==> config.mk <==
export PLATFORM = sky130hd
export DESIGN_NAME = univ_shift_reg
export DESIGN_NICKNAME = d
export VERILOG_FILES = /design/src/rtl/usr_pkg.sv /design/src/rtl/usr_next_val.sv /design/src/rtl/univ_shift_reg.sv
export SDC_FILE = /design/constraint.sdc
export NUM_CORES = 1
export LEC_CHECK = 0
export ABC_CLOCK_PERIOD_IN_PS = 1610
export BUFFER_PORTS_ARGS = -buffer_cell sky130_fd_sc_hd__buf_2
export CAP_MARGIN = 15
export CORE_ASPECT_RATIO = 1.4
export CORE_MARGIN = 5
export CORE_UTILIZATION = 39
export CTS_BUF_LIST = sky130_fd_sc_hd__clkbuf_2
export CTS_CLUSTER_DIAMETER = 120
export DETAILED_ROUTE_END_ITERATION = 10
export GPL_TIMING_DRIVEN = 1
export PLACE_DENSITY = 0.7
export SETUP_SLACK_MARGIN = 0.4
export SYNTH_ARGS = -nofsm -noshare
export SYNTH_HDL_FRONTEND = slang
export SYNTH_SLANG_ARGS = --single-unit
==> constraint.sdc <==
create_clock -name clk -period 1.61 [get_ports clk]
set_input_delay 0.0805 -clock clk [delete_from_list [all_inputs] [get_ports clk]]
set_output_delay 0.0805 -clock clk [all_outputs]
set_load 0.03 [all_outputs]
==> src/rtl/usr_pkg.sv <==
`default_nettype none
// ============================================================================
// Package    : usr_pkg
// Description: Mode codes and FSM state encoding for univ_shift_reg.
// Revision   : 1.0 - initial release
// ============================================================================
package usr_pkg;

   typedef enum logic [2:0] {
      USR_HOLD  = 3'd0,
      USR_LOAD  = 3'd1,
      USR_CLEAR = 3'd2,
      USR_SHL   = 3'd3,
      USR_SHR   = 3'd4,
      USR_ASR   = 3'd5,
      USR_ROL   = 3'd6,
      USR_ROR   = 3'd7
   } usr_mode_e;

   typedef enum logic [0:0] {
      IDLE  = 1'b0,
      BURST = 1'b1
   } usr_state_e;

   // Codes 3..7 all move bits and run as counted bursts.
   function automatic logic is_shift(input usr_mode_e m);
      return (m >= USR_SHL);
   endfunction

endpackage
`default_nettype wire

==> src/rtl/usr_next_val.sv <==
`default_nettype none
// ============================================================================
// Module     : usr_next_val
// Description: Combinational mode mux producing the next register word and
//              the bit that leaves it on a shift.
// Revision   : 1.0 - initial release
// ============================================================================
module usr_next_val
   import usr_pkg::*;
#(
   parameter int WIDTH = 8
) (
   input  logic [WIDTH-1:0] q,
   input  logic [WIDTH-1:0] d,
   input  logic             sin,
   input  usr_mode_e        mode,
   output logic [WIDTH-1:0] q_next,
   output logic             sout_next
);

   always_comb begin
      q_next    = q;
      sout_next = 1'b0;
      case (mode)
         USR_HOLD:  q_next = q;
         USR_LOAD:  q_next = d;
         USR_CLEAR: q_next = '0;
         USR_SHL: begin
            q_next    = {q[WIDTH-2:0], sin};
            sout_next = q[WIDTH-1];
         end
         USR_SHR: begin
            q_next    = {sin, q[WIDTH-1:1]};
            sout_next = q[0];
         end
         USR_ASR: begin
            q_next    = {q[WIDTH-1], q[WIDTH-1:1]};
            sout_next = q[0];
         end
         USR_ROL: begin
            q_next    = {q[WIDTH-2:0], q[WIDTH-1]};
            sout_next = q[WIDTH-1];
         end
         USR_ROR: begin
            q_next    = {q[0], q[WIDTH-1:1]};
            sout_next = q[0];
         end
         default: begin
            q_next    = q;
            sout_next = 1'b0;
         end
      endcase
   end

endmodule
`default_nettype wire

==> src/rtl/univ_shift_reg.sv <==
`default_nettype none
// ============================================================================
// Module     : univ_shift_reg
// Description: Universal shift register with counted shift bursts and
//              busy/done handshake. Define USR_PARITY_EN to add a registered
//              parity output.
// Revision   : 1.0 - initial release
// ============================================================================
module univ_shift_reg
   import usr_pkg::*;
#(
   parameter int               WIDTH       = 8,
   parameter logic [WIDTH-1:0] RESET_VALUE = '0,
   parameter int               CNT_W       = 4
) (
   input  logic             clk,
   input  logic             reset,
   input  logic             en,
   input  logic             start,
   input  logic [2:0]       mode,
   input  logic [CNT_W-1:0] len,
   input  logic [WIDTH-1:0] d,
   input  logic             sin,
   output logic [WIDTH-1:0] q,
   output logic [WIDTH-1:0] q_not,
   output logic             sout,
   output logic             busy,
   output logic             done
`ifdef USR_PARITY_EN
   ,
   output logic             parity
`endif
);

   usr_state_e       r_state, w_state_d;
   usr_mode_e        r_mode,  w_mode_d;
   usr_mode_e        w_op_mode;
   logic [CNT_W-1:0] r_cnt,   w_cnt_d;
   logic [WIDTH-1:0] r_q,     w_q_d;
   logic [WIDTH-1:0] w_mux_q;
   logic             r_sout,  w_sout_d;
   logic             w_mux_sout;
   logic             r_done,  w_done_d;

   // During a burst the latched mode drives the mux; otherwise the live input.
   assign w_op_mode = (r_state == BURST) ? r_mode : usr_mode_e'(mode);

   usr_next_val #(
      .WIDTH (WIDTH)
   ) u_next_val (
      .q         (r_q),
      .d         (d),
      .sin       (sin),
      .mode      (w_op_mode),
      .q_next    (w_mux_q),
      .sout_next (w_mux_sout)
   );

   always_comb begin
      w_q_d     = r_q;
      w_sout_d  = r_sout;
      w_state_d = r_state;
      w_cnt_d   = r_cnt;
      w_mode_d  = r_mode;
      w_done_d  = 1'b0;
      case (r_state)
         IDLE: begin
            if (start) begin
               if (!is_shift(w_op_mode)) begin
                  w_q_d    = w_mux_q;
                  w_done_d = 1'b1;
               end else if (len == '0) begin
                  w_done_d = 1'b1;
               end else begin
                  w_q_d    = w_mux_q;
                  w_sout_d = w_mux_sout;
                  w_cnt_d  = len - CNT_W'(1);
                  w_mode_d = w_op_mode;
                  if (len == CNT_W'(1)) w_done_d  = 1'b1;
                  else                  w_state_d = BURST;
               end
            end
         end
         BURST: begin
            w_q_d    = w_mux_q;
            w_sout_d = w_mux_sout;
            w_cnt_d  = r_cnt - CNT_W'(1);
            if (r_cnt == CNT_W'(1)) begin
               w_done_d  = 1'b1;
               w_state_d = IDLE;
            end
         end
         default: w_state_d = IDLE;
      endcase
   end

   always_ff @(posedge clk or posedge reset) begin
      if (reset) begin
         r_state <= IDLE;
         r_mode  <= USR_HOLD;
         r_cnt   <= '0;
         r_q     <= RESET_VALUE;
         r_sout  <= 1'b0;
         r_done  <= 1'b0;
      end else if (en) begin
         r_state <= w_state_d;
         r_mode  <= w_mode_d;
         r_cnt   <= w_cnt_d;
         r_q     <= w_q_d;
         r_sout  <= w_sout_d;
         r_done  <= w_done_d;
      end
   end

`ifdef USR_PARITY_EN
   logic r_parity;

   always_ff @(posedge clk or posedge reset) begin
      if (reset)   r_parity <= ^RESET_VALUE;
      else if (en) r_parity <= ^w_q_d;
   end

   assign parity = r_parity;
`endif

   assign q     = r_q;
   assign q_not = ~r_q;
   assign sout  = r_sout;
   assign busy  = (r_state == BURST);
   assign done  = r_done;

endmodule
`default_nettype wire

### After elaboration in Yosys (flattened, before gate mapping)

Cells that the tools add are included.
Widths: inputs -> output; s select.

| storage, ports and cells | value |
|---|---|
| register bits | 18 |
| input port bits | 20 |
| word-level logic and storage cells | 59 |

| operators by class | value |
|---|---|
| $add $sub $neg | 2 |
| $lt $le $gt $ge | 1 |
| eq/ne operators | 13 |
| mux-type cells | 27 |
| bitwise gates (word level) | 3 |
| reductions and logical operators | 7 |

Operator list:

| operator | count |
|---|---|
| $pmux 8 s8 | 1 |
| $mux 8 | 3 |
| $pmux 8 s2 | 1 |
| $mux 1 | 13 |
| $eq 3x3->1 const B | 4 |
| $mux 4 | 3 |
| $eq 4x1->1 const B | 2 |
| $not 8->8 | 1 |
| $pmux 1 s2 | 4 |
| $pmux 4 s2 | 1 |
| $sub 4x1->4 const B | 2 |
| $eq 3x2->1 const B | 2 |
| $ne 2x2->1 const B | 3 |
| $reduce_and 5->1 | 1 |
| $logic_not 4->1 | 1 |
| $reduce_and 4->1 | 1 |
| $eq 3x1->1 const B | 1 |
| $ge 3x2->1 const B | 1 |
| $logic_not 3->1 | 1 |
| $mux 3 | 1 |
| $ne 3x3->1 const B | 1 |
| $reduce_and 3->1 | 1 |
| $reduce_or 3->1 | 1 |
| $not 1->1 | 2 |
| $reduce_or 2->1 | 1 |

### Depth between registers and ports, before layout

Gate-level depths: netlist of run 1.

| depth | value |
|---|---|
| depth after elaboration | 8 |
| gate-level depth with buffers | 7 |
| gate-level depth less buffers | 7 |

### Hierarchy

Synthesis of run 1 repeated with hierarchy kept, for this count alone.

| second synthesis, totals | value |
|---|---|
| cells, all modules | 167 |
| area, all modules | 1502.7 sq um |

Modules (own cells, without submodules):

| module | times used | cells each | area each (sq um) |
|---|---|---|---|
| univ_shift_reg | 1 | 94 | 1007.2 |
| usr_next_val | 1 | 73 | 495.5 |

### Worst setup path before layout of run 1

Ideal clock, no wire load.

| timing | value |
|---|---|
| path type | register to register |
| from | reg r_state (netlist: busy) |
| to | reg r_sout (netlist: sout) |
| arrival | 1.887 ns |
| data required time | 1.482 ns |
| setup slack | -0.405 ns |
| stages on the path, launching flop included | 7 |
| clock period less this slack | 2.015 ns |
| cell sequence | dfrtp_1 > buf_6 > mux2i_4 > nor2_4 > o211a_1 > o21ai_4 > mux2_1 |

| between the ends | value |
|---|---|
| word-level cells in the longest chain between the ends | 8 |
| elaborated cells between the ends (all ways) | 19 |
| classes of those cells | order compare: 1; eq/ne: 8; mux: 6; bitwise: 1; reduce/logical: 3 |

Ends and longest elaborated chain:

| what | line | source |
|---|---|---|
| start, declared | univ_shift_reg.sv:35 | `usr_state_e r_state, w_state_d;` |
| start signal, assigned | univ_shift_reg.sv:106 | `r_state <= w_state_d;` |
| $mux 3 | univ_shift_reg.sv:46 | `assign w_op_mode = (r_state == BURST) ? r_mode : usr_mode_e'(mode);` |
| $eq 3x3->1 or $eq 3x2->1 (tied branches) | usr_next_val.sv:24 | `case (mode)` |
| $reduce_or 3->1 (no source line) or $reduce_or 2->1 (tied branches) | - |  |
| $pmux 1 s2 | usr_next_val.sv:24 |  |
| $mux 1 | univ_shift_reg.sv:72 | `end else if (len == '0) begin` |
| $mux 1 | univ_shift_reg.sv:69 | `if (!is_shift(w_op_mode)) begin` |
| $mux 1 | univ_shift_reg.sv:68 | `if (start) begin` |
| $pmux 1 s2 | univ_shift_reg.sv:66 | `case (r_state)` |
| end signal, assigned | univ_shift_reg.sv:110 | `r_sout <= w_sout_d;` |
| end, declared | univ_shift_reg.sv:41 | `logic r_sout, w_sout_d;` |

Several ways; a longest one is shown, not always the timed one. The select of a mux whose other input is x is not followed.
A chain may end at the register's enable or synchronous reset.

### Worst setup path in the final report of run 1

| timing | value |
|---|---|
| from | reg r_state (netlist: busy) |
| to | reg r_q[7] (netlist: q[7]) |

| between the ends | value |
|---|---|
| word-level cells in the longest chain between the ends | 7 |
| elaborated cells between the ends (all ways) | 19 |
| classes of those cells | order compare: 1; eq/ne: 9; mux: 6; bitwise: 1; reduce/logical: 2 |

Ends and longest elaborated chain:

| what | line | source |
|---|---|---|
| $mux 3 | univ_shift_reg.sv:46 |  |
| $eq 3x3->1, or another cell as far along | usr_next_val.sv:24 |  |
| $pmux 8 s8 | usr_next_val.sv:24 |  |
| $mux 8 | univ_shift_reg.sv:72 |  |
| $mux 8 | univ_shift_reg.sv:69 |  |
| $mux 8 | univ_shift_reg.sv:68 |  |
| $pmux 8 s2 | univ_shift_reg.sv:66 |  |
| end signal, assigned | univ_shift_reg.sv:109 | `r_q <= w_q_d;` |
| end, declared | univ_shift_reg.sv:39 | `logic [WIDTH-1:0] r_q, w_q_d;` |

Several ways; a longest one is shown, not always the timed one. The select of a mux whose other input is x is not followed.

==> results of run 1 <==
-- final cells by class --
cell class              instances  area (um^2)
clock buffers                   3        15.01
clock inverters                 1        3.754
fillers                       272         1269
inverters                      18        67.56
multi-input cells             102        824.5
flip-flops and latches         18        451.7
well taps                      39        48.80
repair buffers                 61        412.9
-- stage by stage --
stage | instance area [um^2] | hold slack, ns | TNS (ns)
2_1_floorplan | 1252 | 0.01900 | -1.925
3_3_place_gp | 1618 | 0.1077 | -2.040
3_5_place_dp | 1618 | 0.1067 | -2.894
4_1_cts | 1715 | 0.04231 | -2.055
5_1_grt | 1824 | 0.04886 | -3.534
6_report | 1824 | 0.06053 | -2.274
-- power by group through the flow --
stage | Combinational [uW] | Clock [uW] | Sequential [uW]
floorplan | 1380 | 0 | 1110
global placement | 2320 | 0 | 905
global route | 3040 | 207 | 972
detailed placement | 2390 | 0 | 918
finish | 2840 | 191 | 921
CTS | 2550 | 203 | 913
-- cell usage in the layout (no fill, tap or decap), types with 3 or more instances in the layout --
master	n
dfrtp_1	17
nand2_1	16
a21oi_1	5
xnor2_1	3
ha_1	4
nand3_1	3
buf_2	38
a221oi_1	6
buf_6	6
o21ai_0	5
mux2_2	4
mux2i_4	3
buf_4	14
clkbuf_2	3
inv_1	18
nor2_1	13
o31ai_1	7
-- timing repair --
item / in CTS / in global routing
endpoints found under the setup margin: 19 / 19
cloned: 0 / 1
hold buffers: 1 / 0
gates resized for setup: 13 / 12
setup buffers: 1 / 4
endpoints found under the hold margin: 18 / 0
pin swaps: 2 / 4
-- kinds of logic after synthesis --
logic type,after synthesis,share of synthesized area
adder cells (fa/ha/maj),4,0.04000
flip-flops,18,0.3600
AO/OA/AOI/OAI,43,0.2600
multiplexers,11,0.1040
XOR/XNOR,3,0.02100
buffers and inverters,21,0.07499
AND/OR/NAND/NOR,40,0.1400
-- worst paths after layout --
path                       cells after the start   from  slack, ns  endpoint
setup reg to reg                               8   busy      -0.20      q[7]
max in group asynchronous                      4  reset       1.09      busy
hold reg to reg                                1   sout       0.53      sout
setup / recovery                               8   busy      -0.20      q[7]
hold / removal                                 3   d[1]       0.06      q[1]
min in group asynchronous                      4  reset       0.31      q[2]
-- state kept, by name, summed over array words and instances, names as in the netlist --
| register | count |
|---|---|
| q | 8 |
| busy | 1 |
| r_cnt | 4 |
| done | 1 |
| sout | 1 |
| r_mode | 3 |
-- metal layers --
metal	part of all wire	GRT usage	vias to the layer above
met4	0.0082	0.05336	0
li1	-	-	636
met3	0.088	0.03025	2
met5	0	0	-
met1	0.38	0.1780	595
met2	0.53	0.2523	57
-- worst max-delay path, stage by stage (launching register included) --
cell and delay, ns:
dfrtp_2 0.46, buf_6 0.13, mux2i_4 0.32, nor2_4 0.08
buf_4 0.14, buf_6 0.12, buf_4 0.13, a221oi_2 0.23
o31ai_1 0.10
==> reports/qor.txt, run 1 <==
Setup crit start kind - flop
Reg power frac - 0.233
Final Hold Viols - 0
Synth Flop Type - dfrtp_1
Sequential area share after synthesis - 0.3600
Syn avg cell area - 8.937 um^2
Largest net degree at the start of global routing - 19
VDD IR max - 1074 uV
# setup viols final - 17
Post-route worst setup slack - -0.2037 ns
Switching portion of total power - 0.5059
Clk_lat worst skew - 0.29 ns
Power Total - 3950 uW
Area fraction of the dominant cell type after synthesis - 0.3600
CP Capture Type - flop
GRT Overall Usage - 0.1475
P_int - 1952 uW
Final Util - 0.5898
Post-synth EDFFs - 0
Synth cell types - 34
Commonest cells in the netlist - 18 x dfrtp_1, 18 x inv_1, 16 x nand2_1, 14 x nor2_1, 8 x o31ai_1
H-tree levels - 1
Data required time of the critical path - 1.80 ns
CTS Sinks - 18
Port Buffers - 38
Synth Register Bits - 18
Mapped cell area - 1251 um^2
Final wirelength - 3656 um
Synth area leaders - dfrtp_1 36%, inv_1 5.4%, a221oi_1 4.9%
Antenna fix cells - 0
Initial Utilization - 0.4045
Post-place setup slack - -0.2787 ns
Die X - 57.87 um
Synth async-reset ratio - 1.000
Final #Nets - 228
Syn_nets - 164
Global-route wire length before repair - 5354 um
WS Path Type - reg2reg
Placement row count - 24
Post-DP HPWL - 2579 um
Final Cycle Share - 1.127
GRT overflow - 0
Status - complete, but fails checks
Root Driver - clkbuf_2
Slew Limit Headroom - 0.6437
Worst-path clk slew - 0.17 ns
Vias in the first global route - 1,244
Vias per cell - 5.331
Failing checks - negative setup slack
Antenna Nets Post-Route - 0
Die area - 4457 um^2
Post-synthesis cell count - 140
CTS tree - yes
Crit path time final - 1.814 ns
Comb power frac - 0.719
Finished Layout Cells - 242
Leakage dissipation - 0.0008796 uW
Num CTS Buffers - 3
Max-cap violations - 0
NetSw - 1998 uW
Post-synthesis to final-layout area growth - 45.80%
Max-slew violations - 0
YS warnings - 0
Post-placement cell count - 231
Area leader, netlist - dfrtp_1
Remaining routing DRC violations - 0
Crit path DAT - 2.00 ns
Clock power share - 0.048
Class of the worst hold path - in2reg
First-pass DRT Iterations - 4
Via count - 1,290
Setup Skew - 0.004886 ns
Boundary Pins - 39
Routed len/inst - 15.11 um
Clock buffer depth - 2
P per Cell Area - 2165 nW/um^2
Initial DRC count - 55
Die height - 77.02 um
Fraction of layout cells with a size suffix above 1 - 0.4286
Gpl congestion - 0.8450
CP max FO - 5
Core area - 3093 um^2
Achievable frequency - 0.5513 GHz
Slew @ Worst Pin - 0.5313 ns
Initial antenna violation count - 0
RSZ-0062 raised after global routing - true
Power figures use the tool's default switching activity.
==> inputs of run 2 (changes only) <==
--- a/config.mk
+++ b/config.mk
@@ -16,7 +16,7 @@
 export DETAILED_ROUTE_END_ITERATION = 10
 export GPL_TIMING_DRIVEN = 1
 export PLACE_DENSITY = 0.7
-export SETUP_SLACK_MARGIN = 0.4
+export SETUP_SLACK_MARGIN = 0.2
 export SYNTH_ARGS = -nofsm -noshare
 export SYNTH_HDL_FRONTEND = slang
 export SYNTH_SLANG_ARGS = --single-unit
==> reports/qor.txt, run 2 (synthesized netlist as in run 1, its figures left out) <==
Status - complete, but fails checks (unchanged)
Failing checks - negative setup slack (unchanged)
Die area - 4457 um^2 (unchanged)
Max reg flops - 8 (unchanged)
Crit path time final - 1.797 ns (was 1.814 ns)
Setup Skew - 0.009885 ns (was 0.004886 ns)
Vias per cell - 5.228 (was 5.331)
Antenna Nets Post-Route - 0 (unchanged)
Post-route worst setup slack - -0.1869 ns (was -0.2037 ns)
Slew @ Worst Pin - 0.5298 ns (was 0.5313 ns)
Slowest stage delay, CP - 0.49 ns (was 0.46 ns)
Via count - 1,239 (was 1,290)
Clock buffer depth - 2 (unchanged)
Achievable frequency - 0.5565 GHz (was 0.5513 GHz)
Fraction of layout cells with a size suffix above 1 - 0.3990 (was 0.4286)
CTS tree - yes (unchanged)
Port Buffers - 38 (unchanged)
Vias in the first global route - 1,243 (was 1,244)
CP endpoint - r_cnt[3] (was q[7])
Initial antenna violation count - 0 (unchanged)
FF-to-FF Start - busy (unchanged)
Routed len/inst - 13.49 um (was 15.11 um)
P per Cell Area - 2134 nW/um^2 (was 2165 nW/um^2)
CP max-delay cell - dfrtp_2 (unchanged)
Setup TNS - -2.006 ns (was -2.274 ns)
Worst path cell trace - buf_12, mux2i_4, nor2_4, o211a_1, o21ai_4, buf_6, a222oi_1 (was buf_6, mux2i_4, nor2_4, buf_4, buf_6, buf_4, a221oi_2, o31ai_1)
First-pass DRT Iterations - 5 (was 4)
Global-route wire length before repair - 5416 um (was 5354 um)
Post-DP HPWL - 2555 um (was 2579 um)
Final #Nets - 223 (was 228)
Finished Layout Cells - 237 (was 242)
H-tree levels - 1 (unchanged)
GRT Overall Usage - 0.1489 (was 0.1475)
Gpl congestion - 0.8452 (was 0.8450)
Reg-to-Reg End - r_cnt[3] (was q[7])
Leakage dissipation - 0.0008452 uW (was 0.0008796 uW)
Worst path top cell family by delay - compound AO/OA/AOI/OAI gates (was buffers and inverters)
Data required time of the critical path - 1.80 ns (about the same)
Clk_lat worst skew - 0.29 ns (about the same)
Post-placement cell count - 231 (unchanged)
Core area - 3093 um^2 (unchanged)
RSZ-0062 raised after global routing - true (unchanged)
Num CTS Buffers - 3 (unchanged)
VDD IR max - 1097 uV (was 1074 uV)
Worst Reg-to-Reg Cells - 7 (was 8)
R2R Setup Slk - -0.19 ns (was -0.20 ns)
Class of the worst hold path - in2reg (unchanged)
Initial Utilization - 0.4045 (unchanged)
Die X - 57.87 um (unchanged)
CTS Sinks - 18 (unchanged)
Max-slew violations - 0 (unchanged)
CP max FO - 5 (unchanged)
Post-synthesis to final-layout area growth - 38.00% (was 45.80%)
GRT overflow - 0 (unchanged)
Setup crit start kind - flop (unchanged)
WS Path Type - reg2reg (unchanged)
Commonest non-fill, non-tap cell in the layout - buf_2 (unchanged)
Root Driver - clkbuf_2 (unchanged)
Critical Path Start - busy (unchanged)
Worst-path clk slew - 0.17 ns (about the same)
CP Capture Type - flop (unchanged)
Placement row count - 24 (unchanged)
Antenna fix cells - 0 (unchanged)
# setup viols final - 16 (was 17)
Largest net degree at the start of global routing - 19 (unchanged)
Final Hold Viols - 0 (unchanged)
Slew Limit Headroom - 0.6468 (was 0.6437)
Max-cap violations - 0 (unchanged)
Crit path DAT - 1.98 ns (was 2.00 ns)
Remaining routing DRC violations - 0 (unchanged)
Crit. path cell count - 7 (was 8)
Boundary Pins - 39 (unchanged)
WP buf/inv - 2 (was 4)
Placed instance area - 1618 um^2 (unchanged)
Die height - 77.02 um (unchanged)
Design Area, Final - 1727 um^2 (was 1824 um^2)
Initial DRC count - 56 (was 55)
Most frequent cells in the layout - 38 x buf_2, 18 x inv_1, 17 x dfrtp_1 (unchanged)
Final wirelength - 3197 um (was 3656 um)
Final Cycle Share - 1.116 (was 1.127)
run 2: layout make-up:
cell class,instances,area [um^2]
fillers,278,1366
multi-input cells,101,775.7
flip-flops and latches,18,451.7
repair buffers,57,364.1
inverters,18,67.56
well taps,39,48.80
clock buffers,3,15.01
clock inverters,1,3.754
run 2: worst min-delay path by stage:
| stage | start | to | cells after the start |
|---|---|---|---|
| floorplan | reset | done | 1 |
| global placement | reset | q[1] | 3 |
| detailed placement | reset | q[1] | 3 |
| CTS | d[4] | q[4] | 3 |
| global route | d[3] | q[3] | 3 |
| finish | d[6] | q[6] | 3 |
run 2: what timing repair did:
item                                    in CTS  in global routing
cloned                                       0                  0
gates resized for setup                     11                  3
pin swaps                                    2                  1
hold buffers                                 1                  0
endpoints found under the setup margin      18                 18
hold endpoints to repair                    18                  0
setup buffers                                1                  0
run 2: report_power, final:
| group | switching, uW | internal, uW | leakage, uW |
|---|---|---|---|
| Clock | 133 | 54.0 | 0.0000140 |
| Sequential | 249 | 673 | 0.000221 |
| Combinational | 1470 | 1100 | 0.000611 |
| Total | 1850 | 1830 | 0.000845 |
run 2: per-stage QoR:
stage          utilization  power [uW]  setup WS (ns)  hold WS (ns)
6_report            0.5583        3685        -0.1869       0.06018
3_5_place_dp        0.5231        3298        -0.2600        0.1071
3_3_place_gp        0.5231        3224        -0.1733        0.1076
2_1_floorplan            -        2491        -0.3175       0.01900
5_1_grt             0.5583        3983        -0.2775       0.04498
4_1_cts             0.5514        3634        -0.1654       0.04066
run 2: worst register-to-register path: cells and delay by family, from the launching register on:
family / cells / cell delay (ns)
mux: 1 / 0.21
flops: 1 / 0.49
simple gates: 1 / 0.14
buf+inv: 2 / 0.27
compound gates: 3 / 0.60
run 2: per-layer routing:
| layer | share of wire | GRT usage |
|---|---|---|
| met1 | 0.40 | 0.1751 |
| met2 | 0.52 | 0.2692 |
| met3 | 0.079 | 0.02689 |
| met4 | 0 | 0.03944 |
| met5 | 0 | 0 |
==> inputs of run 3 (changes only) <==
--- a/config.mk
+++ b/config.mk
@@ -15,7 +15,7 @@
 export CTS_CLUSTER_DIAMETER = 120
 export DETAILED_ROUTE_END_ITERATION = 10
 export GPL_TIMING_DRIVEN = 1
-export PLACE_DENSITY = 0.7
+export PLACE_DENSITY = 0.66
 export SETUP_SLACK_MARGIN = 0.2
 export SYNTH_ARGS = -nofsm -noshare
 export SYNTH_HDL_FRONTEND = slang
==> reports/qor.txt, run 3 (synthesized netlist as in run 1, its figures left out) <==
Port Buffers - 38 (unchanged)
Crit path time final - 1.825 ns (was 1.797 ns)
Failing checks - negative setup slack (unchanged)
CP max FO - 7 (was 5)
Final Util - 0.5999 (was 0.5583)
Fraction of layout cells with a size suffix above 1 - 0.4608 (was 0.3990)
Final Hold Viols - 0 (unchanged)
Max-cap violations - 0 (unchanged)
CTS tree - yes (unchanged)
Final Cycle Share - 1.134 (was 1.116)
Fillers - 279 (was 278)
Worst Reg-to-Reg Cells - 6 (was 7)
Achievable frequency - 0.5480 GHz (was 0.5565 GHz)
Most frequent cells in the layout - 38 x buf_2, 18 x inv_1, 17 x dfrtp_1 (unchanged)
Remaining routing DRC violations - 0 (unchanged)
VDD IR max - 1361 uV (was 1097 uV)
Max reg flops - 8 (unchanged)
Worst-path clk slew - 0.18 ns (was 0.17 ns)
Crit path DAT - 2.05 ns (was 1.98 ns)
Die area - 4457 um^2 (unchanged)
Routed len/inst - 14.86 um (was 13.49 um)
Critical Path Start - busy (unchanged)
CP Capture Type - flop (unchanged)
R2R Setup Slk - -0.21 ns (was -0.19 ns)
WS Path Type - reg2reg (unchanged)
P per Cell Area - 2207 nW/um^2 (was 2134 nW/um^2)
Setup crit start kind - flop (unchanged)
Gpl congestion - 0.8268 (was 0.8452)
Largest net degree at the start of global routing - 19 (unchanged)
Post-DP HPWL - 2637 um (was 2555 um)
Final wirelength - 3611 um (was 3197 um)
Antenna fix cells - 0 (unchanged)
Antenna Nets Post-Route - 0 (unchanged)
GRT overflow - 0 (unchanged)
Root Driver - clkbuf_2 (unchanged)
Initial antenna violation count - 0 (unchanged)
Core area - 3093 um^2 (unchanged)
# setup viols final - 16 (unchanged)
Setup TNS - -2.016 ns (was -2.006 ns)
Initial DRC count - 40 (was 56)
Post-route worst setup slack - -0.2149 ns (was -0.1869 ns)
FF-to-FF Start - busy (unchanged)
Via count - 1,303 (was 1,239)
Post-synthesis to final-layout area growth - 48.30% (was 38.00%)
Class of the worst hold path - in2reg (unchanged)
Clk_lat worst skew - 0.31 ns (was 0.29 ns)
CP endpoint - q[7] (was r_cnt[3])
Boundary Pins - 39 (unchanged)
Post-placement cell count - 230 (was 231)
Status - complete, but fails checks (unchanged)
Final #Nets - 229 (was 223)
Slew @ Worst Pin - 0.5606 ns (was 0.5298 ns)
Die height - 77.02 um (unchanged)
CTS Sinks - 18 (unchanged)
H-tree levels - 1 (unchanged)
Reg-to-Reg End - q[7] (was r_cnt[3])
RSZ-0062 raised after global routing - true (unchanged)
Finished Layout Cells - 243 (was 237)
Initial Utilization - 0.4045 (unchanged)
Placement row count - 24 (unchanged)
GRT Overall Usage - 0.1672 (was 0.1489)
Global-route wire length before repair - 5975 um (was 5416 um)
Vias in the first global route - 1,329 (was 1,243)
Setup Skew - 0.002106 ns (was 0.009885 ns)
Die X - 57.87 um (unchanged)
Max-slew violations - 0 (unchanged)
Data required time of the critical path - 1.84 ns (was 1.80 ns)
Vias per cell - 5.362 (was 5.228)
First-pass DRT Iterations - 4 (was 5)
Slew Limit Headroom - 0.6263 (was 0.6468)
Num CTS Buffers - 3 (unchanged)
Clock buffer depth - 2 (unchanged)
Commonest non-fill, non-tap cell in the layout - buf_2 (unchanged)
Leakage dissipation - 0.0008930 uW (was 0.0008452 uW)
==> run 3: area by class of cell <==
class	count	area [um^2]	share of cell area
inverter	18	67.56	0.03641
sequential	18	451.7	0.2434
clock buffer	3	15.01	0.008092
tap	39	48.80	0.02630
multi-input combinational	101	845.8	0.4558
timing repair buffer	63	422.9	0.2279
clock inverter	1	3.754	0.002023
==> run 3: power breakdown <==
group | total, uW | switching, uW | internal, uW
clock | 203 | 149 | 54.0
combinational | 2930 | 1630 | 1290
sequential | 965 | 293 | 673
==> run 3: worst min path at each step <==
stage	start	endpoint	slack, ns	depth (start not counted)
after CTS	d[5]	q[5]	0.02	3
final	d[5]	q[5]	0.04	3
after floorplan	reset	done	0.02	1
after global routing	d[5]	q[5]	0.009	3
after global placement	reset	q[1]	0.11	3
after detailed placement	reset	q[1]	0.12	3
==> run 3: critical path: stages, from the launching register on <==
cell and delay [ns]:
dfrtp_2 0.53, mux2_4 0.36, buf_12 0.14, o21ai_4 0.28, buf_4 0.18, a221oi_2 0.05, o31ai_1 0.21
==> run 3: repair_timing <==
action / 4_1_cts / 5_1_grt
setup buffers: 6 / 2
pin swaps: 8 / 7
endpoints found under the setup margin: 18 / 18
gates resized for setup: 26 / 7
hold endpoints to repair: 18 / 0
hold buffers: 1 / 0
==> run 3: metal layers <==
layer | routed length, um | global-route usage | share of wire | vias up
li1 | - | - | - | 634
met1 | 1404 | 0.1958 | 0.39 | 609
met2 | 1869 | 0.2975 | 0.52 | 54
met3 | 287 | 0.03025 | 0.079 | 6
met4 | 49 | 0.05568 | 0.014 | 0
met5 | 0 | 0 | 0 | -
==> run 3: metrics by stage <==
stage          cell area [um^2]  hold WS, ns  total power [uW]  setup WS [ns]
6_report                   1856      0.04459              4094        -0.2149
3_3_place_gp               1598       0.1129              3199        -0.2256
5_1_grt                    1856     0.009417              4389        -0.2501
2_1_floorplan              1252      0.01900              2491        -0.3175
4_1_cts                    1808      0.02299              3923        -0.1993
3_5_place_dp               1598       0.1188              3269        -0.3235
